**src/rtl/game_ctrl_if.sv**
```systemverilog
// -----------------------------------------------------------------------------
// game_ctrl_if
//
// Signal bundle between the keyboard/game side and the game-flow controller.
//
//   key_valid  : one-cycle strobe, a key event is present on key_code/key_make
//   key_code   : 9-bit scan code, bit 8 is the extended (E0) flag
//   key_make   : 1 = press, 0 = release (qualified by key_valid)
//   slime_die  : player died (level or pulse) from the game logic
//   screen     : 0 COVER, 1 PLAY, 2 PAUSE, 3 OVER (VGA mux select)
//   run        : high only in PLAY, gates game-logic updates
//   game_rst   : one-cycle pulse when a new game starts
//   move       : one-cycle pulse, 2'b10 left, 2'b01 right, 2'b00 none
//
// master : the keyboard decoder / game logic side (drives key and die inputs)
// slave  : the controller (drives screen, run, game_rst, move)
// -----------------------------------------------------------------------------
interface game_ctrl_if;
  logic       key_valid;
  logic [8:0] key_code;
  logic       key_make;
  logic       slime_die;
  logic [1:0] screen;
  logic       run;
  logic       game_rst;
  logic [1:0] move;

  modport master (
    output key_valid, key_code, key_make, slime_die,
    input  screen, run, game_rst, move
  );

  modport slave (
    input  key_valid, key_code, key_make, slime_die,
    output screen, run, game_rst, move
  );
endinterface

```
**src/rtl/game_ctrl.sv**
```systemverilog
// -----------------------------------------------------------------------------
// game_ctrl
//
// Game-flow controller between the PS/2 key decoder and the game logic.
// Tracks the held left/right keys, turns them into one-cycle move pulses with
// key-hold auto-repeat, and runs the cover / play / pause / game-over flow.
//
// Ports:
//   clk  : system clock
//   rst  : asynchronous, active-high reset
//   bus  : game_ctrl_if.slave
//            in : key_valid, key_code[8:0], key_make, slime_die
//            out: screen[1:0], run, game_rst, move[1:0]  (all registered)
//
// Parameters:
//   KEY_LEFT / KEY_RIGHT / KEY_START / KEY_START_ALT / KEY_PAUSE : scan codes
//   REPEAT_DELAY  : cycles from a direction make to the first repeat pulse
//   REPEAT_PERIOD : cycles between later repeat pulses (>= 1)
//   OVER_HOLD     : cycles the game-over screen is shown
//   CNT_W         : counter width, must hold the largest cycle parameter
// -----------------------------------------------------------------------------
module game_ctrl #(
  parameter logic [8:0]  KEY_LEFT      = 9'h01C,
  parameter logic [8:0]  KEY_RIGHT     = 9'h023,
  parameter logic [8:0]  KEY_START     = 9'h05A,
  parameter logic [8:0]  KEY_START_ALT = 9'h15A,
  parameter logic [8:0]  KEY_PAUSE     = 9'h04D,
  parameter int unsigned REPEAT_DELAY  = 12_500_000,
  parameter int unsigned REPEAT_PERIOD = 5_000_000,
  parameter int unsigned OVER_HOLD     = 100_000_000,
  parameter int unsigned CNT_W         = 27
) (
  input  logic        clk,
  input  logic        rst,
  game_ctrl_if.slave  bus
);

  // State encoding doubles as the screen-select code.
  typedef enum logic [1:0] {
    ST_COVER = 2'd0,
    ST_PLAY  = 2'd1,
    ST_PAUSE = 2'd2,
    ST_OVER  = 2'd3
  } state_e;

  // Direction encoding doubles as the move output code.
  typedef enum logic [1:0] {
    DIR_NONE  = 2'b00,
    DIR_RIGHT = 2'b01,
    DIR_LEFT  = 2'b10
  } dir_e;

  // Repeat counter value at which a pulse fires, and the value it reloads to
  // afterwards so the following pulse comes REPEAT_PERIOD cycles later.
  localparam logic [CNT_W-1:0] REP_FIRE   = CNT_W'(REPEAT_DELAY - 1);
  localparam logic [CNT_W-1:0] REP_RELOAD = CNT_W'(REPEAT_DELAY - REPEAT_PERIOD);
  localparam logic [CNT_W-1:0] OVER_LAST  = CNT_W'(OVER_HOLD - 1);
  localparam logic [CNT_W-1:0] CNT_ONE    = CNT_W'(1);

  // ---------------------------------------------------------------------------
  // Registered state
  // ---------------------------------------------------------------------------
  state_e           state,      state_n;
  logic             left_held,  left_held_n;
  logic             right_held, right_held_n;
  dir_e             last_dir,   last_dir_n;
  logic [CNT_W-1:0] rep_cnt,    rep_cnt_n;
  logic [CNT_W-1:0] over_cnt,   over_cnt_n;
  logic             run_q,      run_n;
  logic             game_rst_q, game_rst_n;
  dir_e             move_q,     move_n;

  // ---------------------------------------------------------------------------
  // Key event decode
  // ---------------------------------------------------------------------------
  logic ev_left;
  logic ev_right;
  logic make_left;
  logic make_right;
  logic make_start;
  logic make_pause;

  assign ev_left    = bus.key_valid && (bus.key_code == KEY_LEFT);
  assign ev_right   = bus.key_valid && (bus.key_code == KEY_RIGHT);
  assign make_left  = ev_left  && bus.key_make;
  assign make_right = ev_right && bus.key_make;
  assign make_start = bus.key_valid && bus.key_make &&
                      ((bus.key_code == KEY_START) || (bus.key_code == KEY_START_ALT));
  assign make_pause = bus.key_valid && bus.key_make && (bus.key_code == KEY_PAUSE);

  // Active direction: the most recently pressed key wins while it is held,
  // otherwise fall back to the other key if that one is still down.
  function automatic dir_e pick_dir(input logic l, input logic r, input dir_e last);
    dir_e d;
    d = DIR_NONE;
    if      (last == DIR_LEFT  && l) d = DIR_LEFT;
    else if (last == DIR_RIGHT && r) d = DIR_RIGHT;
    else if (l)                      d = DIR_LEFT;
    else if (r)                      d = DIR_RIGHT;
    return d;
  endfunction

  dir_e active_cur;
  dir_e active_nxt;

  // ---------------------------------------------------------------------------
  // Next-state and output logic
  // ---------------------------------------------------------------------------
  always_comb begin
    // NOTE: every signal gets a value before any branch, so no path through
    // this block leaves one unassigned and no latch can be inferred.
    state_n      = state;
    left_held_n  = left_held;
    right_held_n = right_held;
    last_dir_n   = last_dir;
    rep_cnt_n    = '0;      // counter is parked at 0 outside PLAY
    over_cnt_n   = '0;      // cleared on OVER entry and everywhere else
    move_n       = DIR_NONE;
    game_rst_n   = 1'b0;

    // Held tracking runs in every state, including reset recovery and OVER.
    if (ev_left)  left_held_n  = bus.key_make;
    if (ev_right) right_held_n = bus.key_make;
    if (make_left)       last_dir_n = DIR_LEFT;
    else if (make_right) last_dir_n = DIR_RIGHT;

    active_cur = pick_dir(left_held,   right_held,   last_dir);
    active_nxt = pick_dir(left_held_n, right_held_n, last_dir_n);

    unique case (state)
      ST_COVER: begin
        if (make_start) begin
          state_n    = ST_PLAY;
          game_rst_n = 1'b1;
        end
      end

      ST_PLAY: begin
        if (bus.slime_die) begin
          // Death beats every key, including a simultaneous direction make.
          state_n = ST_OVER;
        end else if (make_pause) begin
          // A repeat pulse due on this edge is dropped with the pause.
          state_n = ST_PAUSE;
        end else if (make_left || make_right) begin
          move_n    = make_left ? DIR_LEFT : DIR_RIGHT;
          rep_cnt_n = '0;
        end else if (active_nxt == DIR_NONE) begin
          rep_cnt_n = '0;
        end else if (active_nxt != active_cur) begin
          // A release handed control to the other held key: restart the
          // delay without an immediate pulse.
          rep_cnt_n = '0;
        end else if (rep_cnt == REP_FIRE) begin
          move_n    = active_nxt;
          rep_cnt_n = REP_RELOAD;
        end else begin
          rep_cnt_n = rep_cnt + CNT_ONE;
        end
      end

      ST_PAUSE: begin
        if (make_pause || make_start) state_n = ST_PLAY;
      end

      ST_OVER: begin
        if (over_cnt == OVER_LAST) state_n    = ST_COVER;
        else                       over_cnt_n = over_cnt + CNT_ONE;
      end

      default: state_n = ST_COVER;
    endcase

    run_n = (state_n == ST_PLAY);
  end

  // ---------------------------------------------------------------------------
  // State register
  // ---------------------------------------------------------------------------
  // NOTE: reset is asynchronous so the screen returns to COVER and any pending
  // move or game_rst pulse is killed immediately, without waiting for a clock.
  always_ff @(posedge clk or posedge rst) begin
    if (rst) begin
      state      <= ST_COVER;
      left_held  <= 1'b0;
      right_held <= 1'b0;
      last_dir   <= DIR_NONE;
      rep_cnt    <= '0;
      over_cnt   <= '0;
      run_q      <= 1'b0;
      game_rst_q <= 1'b0;
      move_q     <= DIR_NONE;
    end else begin
      // NOTE: non-blocking assignments make every register sample the values
      // from before this edge, independent of statement order.
      state      <= state_n;
      left_held  <= left_held_n;
      right_held <= right_held_n;
      last_dir   <= last_dir_n;
      rep_cnt    <= rep_cnt_n;
      over_cnt   <= over_cnt_n;
      run_q      <= run_n;
      game_rst_q <= game_rst_n;
      move_q     <= move_n;
    end
  end

  // ---------------------------------------------------------------------------
  // Outputs (straight from flops)
  // ---------------------------------------------------------------------------
  assign bus.screen   = state;
  assign bus.run      = run_q;
  assign bus.game_rst = game_rst_q;
  assign bus.move     = move_q;

endmodule

```
**src/flat_wrapper.sv**
```systemverilog
// flat-port wrapper written by rule: the top's interface ports become plain ports
module game_ctrl_flat 
#(
  parameter logic [8:0]  KEY_LEFT      = 9'h01C,
  parameter logic [8:0]  KEY_RIGHT     = 9'h023,
  parameter logic [8:0]  KEY_START     = 9'h05A,
  parameter logic [8:0]  KEY_START_ALT = 9'h15A,
  parameter logic [8:0]  KEY_PAUSE     = 9'h04D,
  parameter int unsigned REPEAT_DELAY  = 12_500_000,
  parameter int unsigned REPEAT_PERIOD = 5_000_000,
  parameter int unsigned OVER_HOLD     = 100_000_000,
  parameter int unsigned CNT_W         = 27
)
  (clk, rst, bus_key_valid, bus_key_code, bus_key_make, bus_slime_die, bus_screen, bus_run, bus_game_rst, bus_move);
  game_ctrl_if bus_i ();
  input  logic clk;
  input  logic rst;
  input wire logic [$bits(bus_i.key_valid)-1:0] bus_key_valid;
  input wire logic [$bits(bus_i.key_code)-1:0] bus_key_code;
  input wire logic [$bits(bus_i.key_make)-1:0] bus_key_make;
  input wire logic [$bits(bus_i.slime_die)-1:0] bus_slime_die;
  output wire logic [$bits(bus_i.screen)-1:0] bus_screen;
  output wire logic [$bits(bus_i.run)-1:0] bus_run;
  output wire logic [$bits(bus_i.game_rst)-1:0] bus_game_rst;
  output wire logic [$bits(bus_i.move)-1:0] bus_move;
  assign bus_i.key_valid = bus_key_valid;
  assign bus_i.key_code = bus_key_code;
  assign bus_i.key_make = bus_key_make;
  assign bus_i.slime_die = bus_slime_die;
  assign bus_screen = bus_i.screen;
  assign bus_run = bus_i.run;
  assign bus_game_rst = bus_i.game_rst;
  assign bus_move = bus_i.move;
  game_ctrl #(.KEY_LEFT(KEY_LEFT), .KEY_RIGHT(KEY_RIGHT), .KEY_START(KEY_START), .KEY_START_ALT(KEY_START_ALT), .KEY_PAUSE(KEY_PAUSE), .REPEAT_DELAY(REPEAT_DELAY), .REPEAT_PERIOD(REPEAT_PERIOD), .OVER_HOLD(OVER_HOLD), .CNT_W(CNT_W)) u_core (.clk(clk), .rst(rst), .bus(bus_i));
endmodule
```
**config.mk**
```make
export PLATFORM = sky130hd
export DESIGN_NAME = game_ctrl_flat
export DESIGN_NICKNAME = d
export VERILOG_FILES = /design/src/rtl/game_ctrl_if.sv /design/src/rtl/game_ctrl.sv /design/src/flat_wrapper.sv
export SDC_FILE = /design/constraint.sdc
export NUM_CORES = 1
export LEC_CHECK = 0
export BUFFER_PORTS_ARGS = -buffer_cell sky130_fd_sc_hd__buf_2
export CAP_MARGIN = 20
export CORE_UTILIZATION = 37
export DETAILED_ROUTE_END_ITERATION = 8
export SYNTH_ARGS = -nofsm -noshare
export SYNTH_HDL_FRONTEND = slang
export SYNTH_SLANG_ARGS = --single-unit
```
**constraint.sdc**
```tcl
create_clock -name clk -period 2.3 [get_ports clk]
set_input_delay 0.46 -clock clk [delete_from_list [all_inputs] [get_ports clk]]
set_output_delay 0.46 -clock clk [all_outputs]
set_load 0.02 [all_outputs]
```
# Yosys cells after proc, flatten, opt, wreduce, memory -nomap -nowiden
# Index checks and enable logic that the tools add are counted.
[word_totals] output_inout_bits=6 ff_bits=64 elab_cells=80
[op_classes] mux=37 eq_ne=16 reduce_logical=16 add_sub_neg=2
[op_table] cell="$mux 27" count=9
[op_table] cell="$add 27x1->27 const B" count=2
[op_table] cell="$mux 2" count=21
[op_table] cell="$eq 27x24->1 const B" count=1
[op_table] cell="$eq 27x27->1 const B" count=1
[op_table] cell="$eq 9x7->1 const B" count=2
[op_table] cell="$logic_and 1x1->1" count=11
[op_table] cell="$eq 9x5->1 const B" count=1
[op_table] cell="$eq 9x6->1 const B" count=1
[op_table] cell="$eq 9x9->1 const B" count=1
[op_table] cell="$eq 2x1->1 const B" count=4
[op_table] cell="$eq 2x2->1 const B" count=4
[op_table] cell="$pmux 2 s4" count=1
[op_table] cell="$mux 1" count=6
[op_table] cell="$logic_not 2->1" count=2
[op_table] cell="$logic_or 1x1->1" count=3
[op_table] cell="$ne 2x2->1" count=1

# Longest topological paths before layout
# Gate-level depths: netlist of run 1.
[depth] depth_word=16 ltp_mapped=7 ltp_nobuf=6

# Least setup slack after synthesis of run 1
# No wires, ideal clock.
[synth_path] path_type="in2reg" startpoint="in bus_key_valid" endpoint="reg u_core.rep_cnt[0]" required_ps=2199 arrival_ps=2048 path_buffers=2 path_slack_ps=151 path_stages=7 cell_sequence="nor3b_1 -> a31o_2 -> or3_1 -> a221o_1 -> buf_2 -> buf_2 -> nor4_1"
[synth_between] elab_chain_cells=15
[synth_lines] item="start: declaration" line_no="flat_wrapper.sv:18" text="input wire logic [$bits(bus_i.key_valid)-1:0] bus_key_valid;"
[synth_lines] item="$logic_and 1x1->1" line_no="game_ctrl.sv:84" text="assign ev_right = bus.key_valid && (bus.key_code == KEY_RIGHT);"
[synth_lines] item="$logic_and 1x1->1" line_no="game_ctrl.sv:86" text="assign make_right = ev_right && bus.key_make;"
[synth_lines] item="$mux 2" line_no="game_ctrl.sv:125" text="else if (make_right) last_dir_n = DIR_RIGHT;"
[synth_lines] item="$mux 2" line_no="game_ctrl.sv:124" text="if (make_left) last_dir_n = DIR_LEFT;"
[synth_lines] item="$eq 2x1->1" line_no="game_ctrl.sv:97" text="else if (last == DIR_RIGHT && r) d = DIR_RIGHT;"
[synth_lines] item="$logic_and 1x1->1" line_no="game_ctrl.sv:97"
[synth_lines] item="$mux 2" line_no="game_ctrl.sv:97"
[synth_lines] item="$mux 2" line_no="game_ctrl.sv:96" text="if (last == DIR_LEFT && l) d = DIR_LEFT;"
[synth_lines] item="$ne 2x2->1" line_no="game_ctrl.sv:150" text="end else if (active_nxt != active_cur) begin"
[synth_lines] item="$mux 27" line_no="game_ctrl.sv:150"
[synth_lines] item="$mux 27" line_no="game_ctrl.sv:148" text="end else if (active_nxt == DIR_NONE) begin"
[synth_lines] item="$mux 27" line_no="game_ctrl.sv:145" text="end else if (make_left || make_right) begin"
[synth_lines] item="$mux 27 (*)" line_no="game_ctrl.sv:142" text="end else if (make_pause) begin"
[synth_lines] item="$mux 27 (*)" line_no="game_ctrl.sv:139" text="if (bus.slime_die) begin"
[synth_lines] item="$mux 27 (*)" line_no="game_ctrl.sv:130" text="unique case (state)"
[synth_lines] item="net u_core.rep_cnt_n[0]" line_no="game_ctrl.sv:67" text="logic [CNT_W-1:0] rep_cnt, rep_cnt_n;"
[synth_lines] item="end signal: assignment" line_no="game_ctrl.sv:200" text="rep_cnt <= rep_cnt_n;"
[synth_lines] item="end: declaration" line_no="game_ctrl.sv:67"
# The timed path passes the listed nets; every way through them passes the cells marked *.

# Worst setup path in the final report of run 1
[layout_path] startpoint="reg u_core.rep_cnt[0]" endpoint="reg u_core.move_q[1] (netlist: u_core.bus.move[1])"
[layout_between] elab_chain_cells=8
[layout_lines] item="$eq 27x24->1" line_no="game_ctrl.sv:154" text="end else if (rep_cnt == REP_FIRE) begin"
[layout_lines] item="$mux 2" line_no="game_ctrl.sv:154"
[layout_lines] item="$mux 2" line_no="game_ctrl.sv:150"
[layout_lines] item="$mux 2" line_no="game_ctrl.sv:148"
[layout_lines] item="$mux 2" line_no="game_ctrl.sv:145"
[layout_lines] item="$mux 2" line_no="game_ctrl.sv:142"
[layout_lines] item="$mux 2" line_no="game_ctrl.sv:139"
[layout_lines] item="$mux 2" line_no="game_ctrl.sv:130"
[layout_lines] item="net u_core.move_n[1]" line_no="game_ctrl.sv:71" text="dir_e move_q, move_n;"
[layout_lines] item="end signal: assignment" line_no="game_ctrl.sv:204" text="move_q <= move_n;"
[layout_lines] item="end: declaration" line_no="game_ctrl.sv:71"
# The timed path passes the listed nets, and every way through them passes these cells.

==> out/qor.csv, run 1 <==
stage,metric,value,unit
drt,wire per inst,14.3,um
global_routing,total gr overflow,0,
clock_network,# hold bufs at CTS,0,
synth,syn avg cell area,9.77,um^2
drt,Routed Antenna Nets,0,
drt,1st-pass router iterations,4,
drt,number of remaining DRC errors,0,
sta,RSZ-0062 raised after global routing,false,
drt,Initial DRC Count,113,
power_and_ir_drop,Peak VDD IR,0.000257,V
power_and_ir_drop,Leak,0.00159,uW
critical_path,R2R setup slack,0.13,ns
placed_design,routability cong.,0.799,
critical_path,reg2reg end,u_core.bus.move[1],
sta,Final Hold Viols,0,
sta,Peak Freq,462,MHz
critical_path,Worst Path Buf+Inv,0,
global_routing,vias in the first global route,2626,
drt,Met3 Wirelength,254,um
clock_network,worst skew pair latency,0.35,ns
floorplan,initial core utilization,0.382,
synth,Synth cell types,42,
sta,Slew @ Worst Pin,0.501,ns
placed_design,# port buffers,19,
drt,WL met1,3.36,mm
power_and_ir_drop,Power per Cell Area,559,mW/mm^2
critical_path,critical path arrival,2.44,ns
critical_path,slowest cell on the critical path,or4_4,
critical_path,crit-path cells,ha_1 > and4_1 > nand4_1 > or4_4 > a2111o_1 > a21oi_2,
drt,Total Wirelength,6.96,mm
synth,commonest cells in the netlist,"64 x dfrtp_1, 28 x nor2_1, 23 x nor3_1, 23 x xor2_1, 21 x xnor2_1",
synth,"Async S/R FF share, synth",1.00,
synth,top post-synthesis cells by area,"dfrtp_1 48%, xor2_1 6.0%, xnor2_1 5.5%",
cells_and_area,"Design Area, Final",0.00391,mm^2
floorplan,Die ar.,0.00939,mm^2
floorplan,Die Y,96.9,um
clock_network,CTS sink cnt,64,
sta,slew margin rel.,0.665,
synth,register area share after synthesis,0.481,
critical_path,Critical Path Start,u_core.rep_cnt[0],
synth,Synth Register Bits,64,
sta,Final Skew,0.00988,ns
synth,Syn Nets,357,
critical_path,worst reg2reg path depth,6,
cells_and_area,Layout area overhead,17.4,%
status,status,"complete, no violations",
min_path,Min-Delay Path Class,in -> async,
cells_and_area,layout cell share with drive strength beyond 1,0.171,
clock_network,clock slew at reported path FFs,0.07,ns
synth,Post-synth top flop,dfrtp_1,
floorplan,# IOs,20,
synth,most frequent cell after synthesis,dfrtp_1,
cells_and_area,Antenna diodes,0,
global_routing,Total GRT Usage,0.162,
synth,synthesized area,0.00333,mm^2
drt,Vias,2637,
critical_path,Levels on crit path,6,
synth,Syn Inst Count,341,
critical_path,Slowest Stage Delay on Critical Path,0.58,ns
synth,synth warn,0,
global_routing,pin count of the biggest net entering global routing,38,
critical_path,Required @ worst endpoint,2.57,ns
sta,Final setup violation count,0,
synth,cell taking the most area after synthesis,dfrtp_1,
global_routing,first-pass GRT wire length,12.3,mm
clock_network,clock tree buffer depth,2,
clock_network,TritonCTS Buffers,9,
global_routing,antenna violations before repair,0,
critical_path,crit path capture type,flop,
synth,Yosys top cell area share,0.481,
power_and_ir_drop,"Power, Total",2190,uW
sta,fin crit period,2.17,ns
critical_path,critical path launch point type,flop,
drt,Vias/cell,5.40,
sta,final slew viol count,0,
drt,met2 WL,3.25,mm
clock_network,total number of H-tree levels,3,
critical_path,launch point of the worst reg-to-reg path,u_core.rep_cnt[0],
synth,Post-synth EDFFs,0,
placed_design,Placed Area,0.00369,mm^2
sta,Setup TNS Final,0,ns
floorplan,DIE WIDTH,96.9,um
floorplan,Core ar.,0.00872,mm^2
critical_path,worst-path maximum fanout,3,
clock_network,CTS tree,done,
floorplan,num rows,34,
job,max-capacitance violation count,0,
sta,period utilization,0.941,
placed_design,post-detail-place hpwl,4.61,mm
drt,DR top layer,met4,
critical_path,WS Path Type,reg -> reg,
clock_network,CTS Root Buffer Type,clkbuf_8,
critical_path,cell family with most CP delay,simple AND/OR/NAND/NOR gates,
cells_and_area,Final nets,391,
-- placed cells by master (no fill, tap or decap), types with 2 or more instances in the layout --
master,instances
a211oi_1,5
a21oi_1,8
and2_1,3
and3_1,12
and4_1,8
buf_12,4
buf_2,19
buf_4,14
clkbuf_8,10
clkinvlp_4,4
dfrtp_1,64
ha_1,2
inv_1,8
nand2_1,18
nand2b_1,2
nand3_1,18
nand4_1,17
nand4b_1,3
nor2_1,28
nor2b_1,2
nor3_1,23
nor3b_1,5
nor4_1,15
nor4_2,2
nor4bb_1,4
o21a_1,2
o21ai_0,8
or2_2,2
or3_1,10
or4_4,2
xnor2_1,21
xor2_1,23
-- area by class of cell --
| class | instances | area [um^2] |
|---|---|---|
| Clock buffer | 10 | 138 |
| Clock inverter | 6 | 68.8 |
| Fill cell | 822 | 4810 |
| Inverter | 9 | 33.8 |
| Multi-Input combinational cell | 254 | 1650 |
| Sequential cell | 64 | 1600 |
| Tap cell | 108 | 135 |
| Timing Repair Buffer | 37 | 280 |
-- power by group --
group	switching, uW	total, uW	leakage (uW)	internal, uW
Clock	468	999	0.0000907	531
Sequential	1.18	1130	0.000859	1130
Combinational	39.0	61.8	0.000638	22.8
Total	508	2190	0.00159	1680
-- stage by stage --
step | util | std cells | setup slack, ns | hold slack (ns)
3_5_place_dp | 0.423 | 470 | 0.00168 | 0.483
4_1_cts | 0.446 | 486 | 0.0941 | 0.124
2_1_floorplan | - | 341 | 0.151 | 0.456
5_1_grt | 0.448 | 488 | 0.0120 | 0.145
6_report | 0.448 | 488 | 0.135 | 0.116
3_3_place_gp | 0.423 | 470 | 0.0915 | 0.468
-- registers in the layout (all words and copies together) (netlist names) --
name	count
u_core.last_dir	2
u_core.bus.game_rst	1
u_core.left_held	1
u_core.right_held	1
u_core.bus.run	1
u_core.bus.screen	2
u_core.rep_cnt	27
u_core.over_cnt	27
u_core.bus.move	2
-- worst register-to-register path, cell delays in order (launching register included) --
cell	delay, ns
dfrtp_1	0.38
ha_1	0.17
and4_1	0.25
nand4_1	0.15
or4_4	0.58
a2111o_1	0.42
a21oi_2	0.16
-- cells by family after synthesis --
group,synth area share
XOR/XNOR,0.116
AO/OA/AOI/OAI,0.0612
buffers and inverters,0.0278
adder cells (fa/ha/maj),0.00751
multiplexers,0.00338
flip-flops,0.481
AND/OR/NAND/NOR,0.304
-- metal layers --
layer  track usage  vias to the layer above
li1              -                     1310
met2         0.261                       44
met5             0                        -
met3        0.0513                       10
met4        0.0586                        0
met1         0.204                     1273
-- how the worst max path moves through the flow --
stage                               to
floorplan            u_core.rep_cnt[0]
global placement    u_core.rep_cnt[18]
detailed placement  u_core.rep_cnt[10]
CTS                 u_core.bus.move[1]
global route        u_core.bus.move[1]
finish              u_core.bus.move[1]
-- timing repair --
action	CTS	global route
setup buffers	0	2
hold endpoints to repair	0	0
setup endpoints to repair	0	1
gates resized for setup	0	1
Power figures use the tool's default switching activity.
==> run 2, diff against run 1 <==
--- a/config.mk
+++ b/config.mk
@@ -7,8 +7,12 @@
 export LEC_CHECK = 0
 export BUFFER_PORTS_ARGS = -buffer_cell sky130_fd_sc_hd__buf_2
 export CAP_MARGIN = 20
+export CELL_PAD_IN_SITES_DETAIL_PLACEMENT = 0
+export CELL_PAD_IN_SITES_GLOBAL_PLACEMENT = 1
 export CORE_UTILIZATION = 37
 export DETAILED_ROUTE_END_ITERATION = 8
+export MAX_ROUTING_LAYER = met4
+export PLACE_DENSITY_LB_ADDON = 0.1
 export SYNTH_ARGS = -nofsm -noshare
 export SYNTH_HDL_FRONTEND = slang
 export SYNTH_SLANG_ARGS = --single-unit
==> out/qor.csv, run 2 (synthesized netlist as in run 1, its figures left out) <==
stage,metric,value,unit,change
status,status,"complete, no violations",,
power_and_ir_drop,"Power, Total",2180,uW,-0.56%
placed_design,# port buffers,19,,unchanged
floorplan,Core ar.,0.00872,mm^2,unchanged
floorplan,initial core utilization,0.382,,unchanged
power_and_ir_drop,Leak,0.00162,uW,+1.8%
global_routing,antenna violations before repair,0,,unchanged
sta,fin crit period,2.20,ns,+0.0378 ns
sta,Final Skew,0.0129,ns,+0.00305 ns
clock_network,clock slew at reported path FFs,0.07,ns,about the same
cells_and_area,fill count,845,,+2.8%
drt,Initial DRC Count,137,,+21%
sta,Slew @ Worst Pin,0.554,ns,+0.0530 ns
clock_network,CTS sink cnt,64,,unchanged
sta,Min Hold Slack,0.123,ns,+0.00673 ns
drt,Vias/cell,5.34,,-1.2%
clock_network,TritonCTS Buffers,9,,unchanged
critical_path,WS Path Type,reg -> reg,,
global_routing,Total GRT Usage,0.184,,+0.0218
clock_network,clock tree buffer depth,2,,unchanged
drt,wire per inst,15.5,um,+8.6%
critical_path,worst-path maximum fanout,4,,+1
placed_design,post-detail-place hpwl,5.03,mm,+9.0%
global_routing,pin count of the biggest net entering global routing,32,,-16%
clock_network,Post-CTS Resized,0,,unchanged
sta,slew margin rel.,0.629,,-0.0355
sta,Setup TNS Final,0,ns,unchanged
clock_network,CTS Root Buffer Type,clkbuf_8,,
floorplan,num rows,34,,unchanged
sta,Final setup violation count,0,,unchanged
sta,Final Hold Viols,0,,unchanged
drt,Total Wirelength,7.60,mm,+9.2%
drt,number of remaining DRC errors,0,,unchanged
placed_design,routability cong.,0.737,,-7.8%
clock_network,# hold bufs at CTS,0,,unchanged
sta,final slew viol count,0,,unchanged
cells_and_area,"most common cell after layout, fill and taps aside",dfrtp_1,,
min_path,Min-Delay Path Class,in -> async,,
critical_path,worst reg2reg path depth,5,,-1
clock_network,Post-CTS Setup Repair Bufs,0,,unchanged
cells_and_area,biggest regs,"u_core.over_cnt (27), u_core.rep_cnt (27)",,
power_and_ir_drop,Power per Cell Area,555,mW/mm^2,-0.78%
critical_path,crit path capture type,flop,,
job,max-capacitance violation count,0,,unchanged
floorplan,Die Y,96.9,um,unchanged
global_routing,first-pass GRT wire length,13.3,mm,+8.9%
cells_and_area,Layout area overhead,17.7,%,
cells_and_area,most frequent cells in the layout,"64 x dfrtp_1, 28 x nor2_1, 23 x nor3_1, 23 x xor2_1, 21 x xnor2_1",,
drt,Vias,2622,,-0.57%
cells_and_area,FF+latch area,0.00160,mm^2,unchanged
critical_path,Required @ worst endpoint,2.57,ns,about the same
critical_path,critical path launch point type,flop,,
drt,Routed Antenna Nets,0,,unchanged
power_and_ir_drop,Peak VDD IR,0.000236,V,-7.8%
clock_network,CTS tree,done,,
clock_network,total number of H-tree levels,3,,unchanged
global_routing,vias in the first global route,2651,,+0.95%
critical_path,critical path arrival,2.47,ns,+0.03 ns
clock_network,worst skew pair latency,0.34,ns,about the same
drt,1st-pass router iterations,4,,unchanged
cells_and_area,Final nets,396,,+1.3%
sta,RSZ-0062 raised after global routing,false,,
cells_and_area,area of the multi-input gates,0.00165,mm^2,-0.23%
floorplan,DIE WIDTH,96.9,um,unchanged
global_routing,total gr overflow,0,,unchanged
cells_and_area,layout cell share with drive strength beyond 1,0.175,,+0.00388
sta,Peak Freq,454,MHz,-1.7%
sta,period utilization,0.958,,+0.0164
floorplan,# IOs,20,,unchanged
floorplan,Die ar.,0.00939,mm^2,unchanged
cells_and_area,Antenna diodes,0,,unchanged
## run 2: cell types whose count changed in the layout (fill, tap and decap cells not counted)
cell        change
or4_4           -1
clkinvlp_4      -3
clkbuf_8        +1
clkinv_2        +1
buf_4           +6
or4_1           +1
buf_12          -1
clkinv_4        -1
## run 2: metal layers
layer | part of all wire | track usage | vias to the layer above
li1 | - | - | 1323
met1 | 0.53 | 0.262 | 1247
met2 | 0.43 | 0.261 | 40
met3 | 0.024 | 0.0282 | 12
met4 | 0.017 | 0.0758 | 0
met5 | 0 | - | -
## run 2: through the flow
| stage | util | instances | cell area (um^2) | setup WS (ns) |
|---|---|---|---|---|
| after global placement | 0.427 | 477 | 3730 | 0.0929 |
| after CTS | 0.449 | 491 | 3920 | 0.101 |
| final | 0.449 | 491 | 3920 | 0.0970 |
| after detailed placement | 0.427 | 477 | 3730 | 0.0385 |
| after global routing | 0.449 | 491 | 3920 | 0.0110 |
| after floorplan | - | 341 | 3330 | 0.151 |
## run 2: critical path, stage by stage (launching register included)
cell,delay (ns)
dfrtp_1,0.42
nor4bb_1,0.36
nand4_1,0.18
or4_1,0.61
a2111o_1,0.42
a21oi_2,0.14
## run 2: path summary, 6_finish.rpt
check / start / slack, ns / end
setup / recovery: u_core.rep_cnt[9] / 0.1 / u_core.bus.move[1]
hold / removal: rst / 0.12 / u_core.bus.run
setup reg to reg: u_core.rep_cnt[9] / 0.1 / u_core.bus.move[1]
hold reg to reg: u_core.last_dir[0] / 0.49 / u_core.last_dir[0]
max in group asynchronous: rst / 1.54 / u_core.right_held
min in group clk: bus_key_make / 0.46 / u_core.right_held
## run 2: cell type report
type                    count  share of cell area
clock buffers              11              0.0386
clock inverters             3              0.0109
inverters                   9             0.00862
multi-input cells         254               0.421
flip-flops and latches     64               0.409
well taps                 108              0.0345
repair buffers             42              0.0779
## run 2: report_power, final
group	leakage, uW	internal, uW	switching, uW
clock network	0.0000973	546	436
registers	0.000859	1130	1.24
logic	0.000659	24.3	40.9
total	0.00162	1700	479
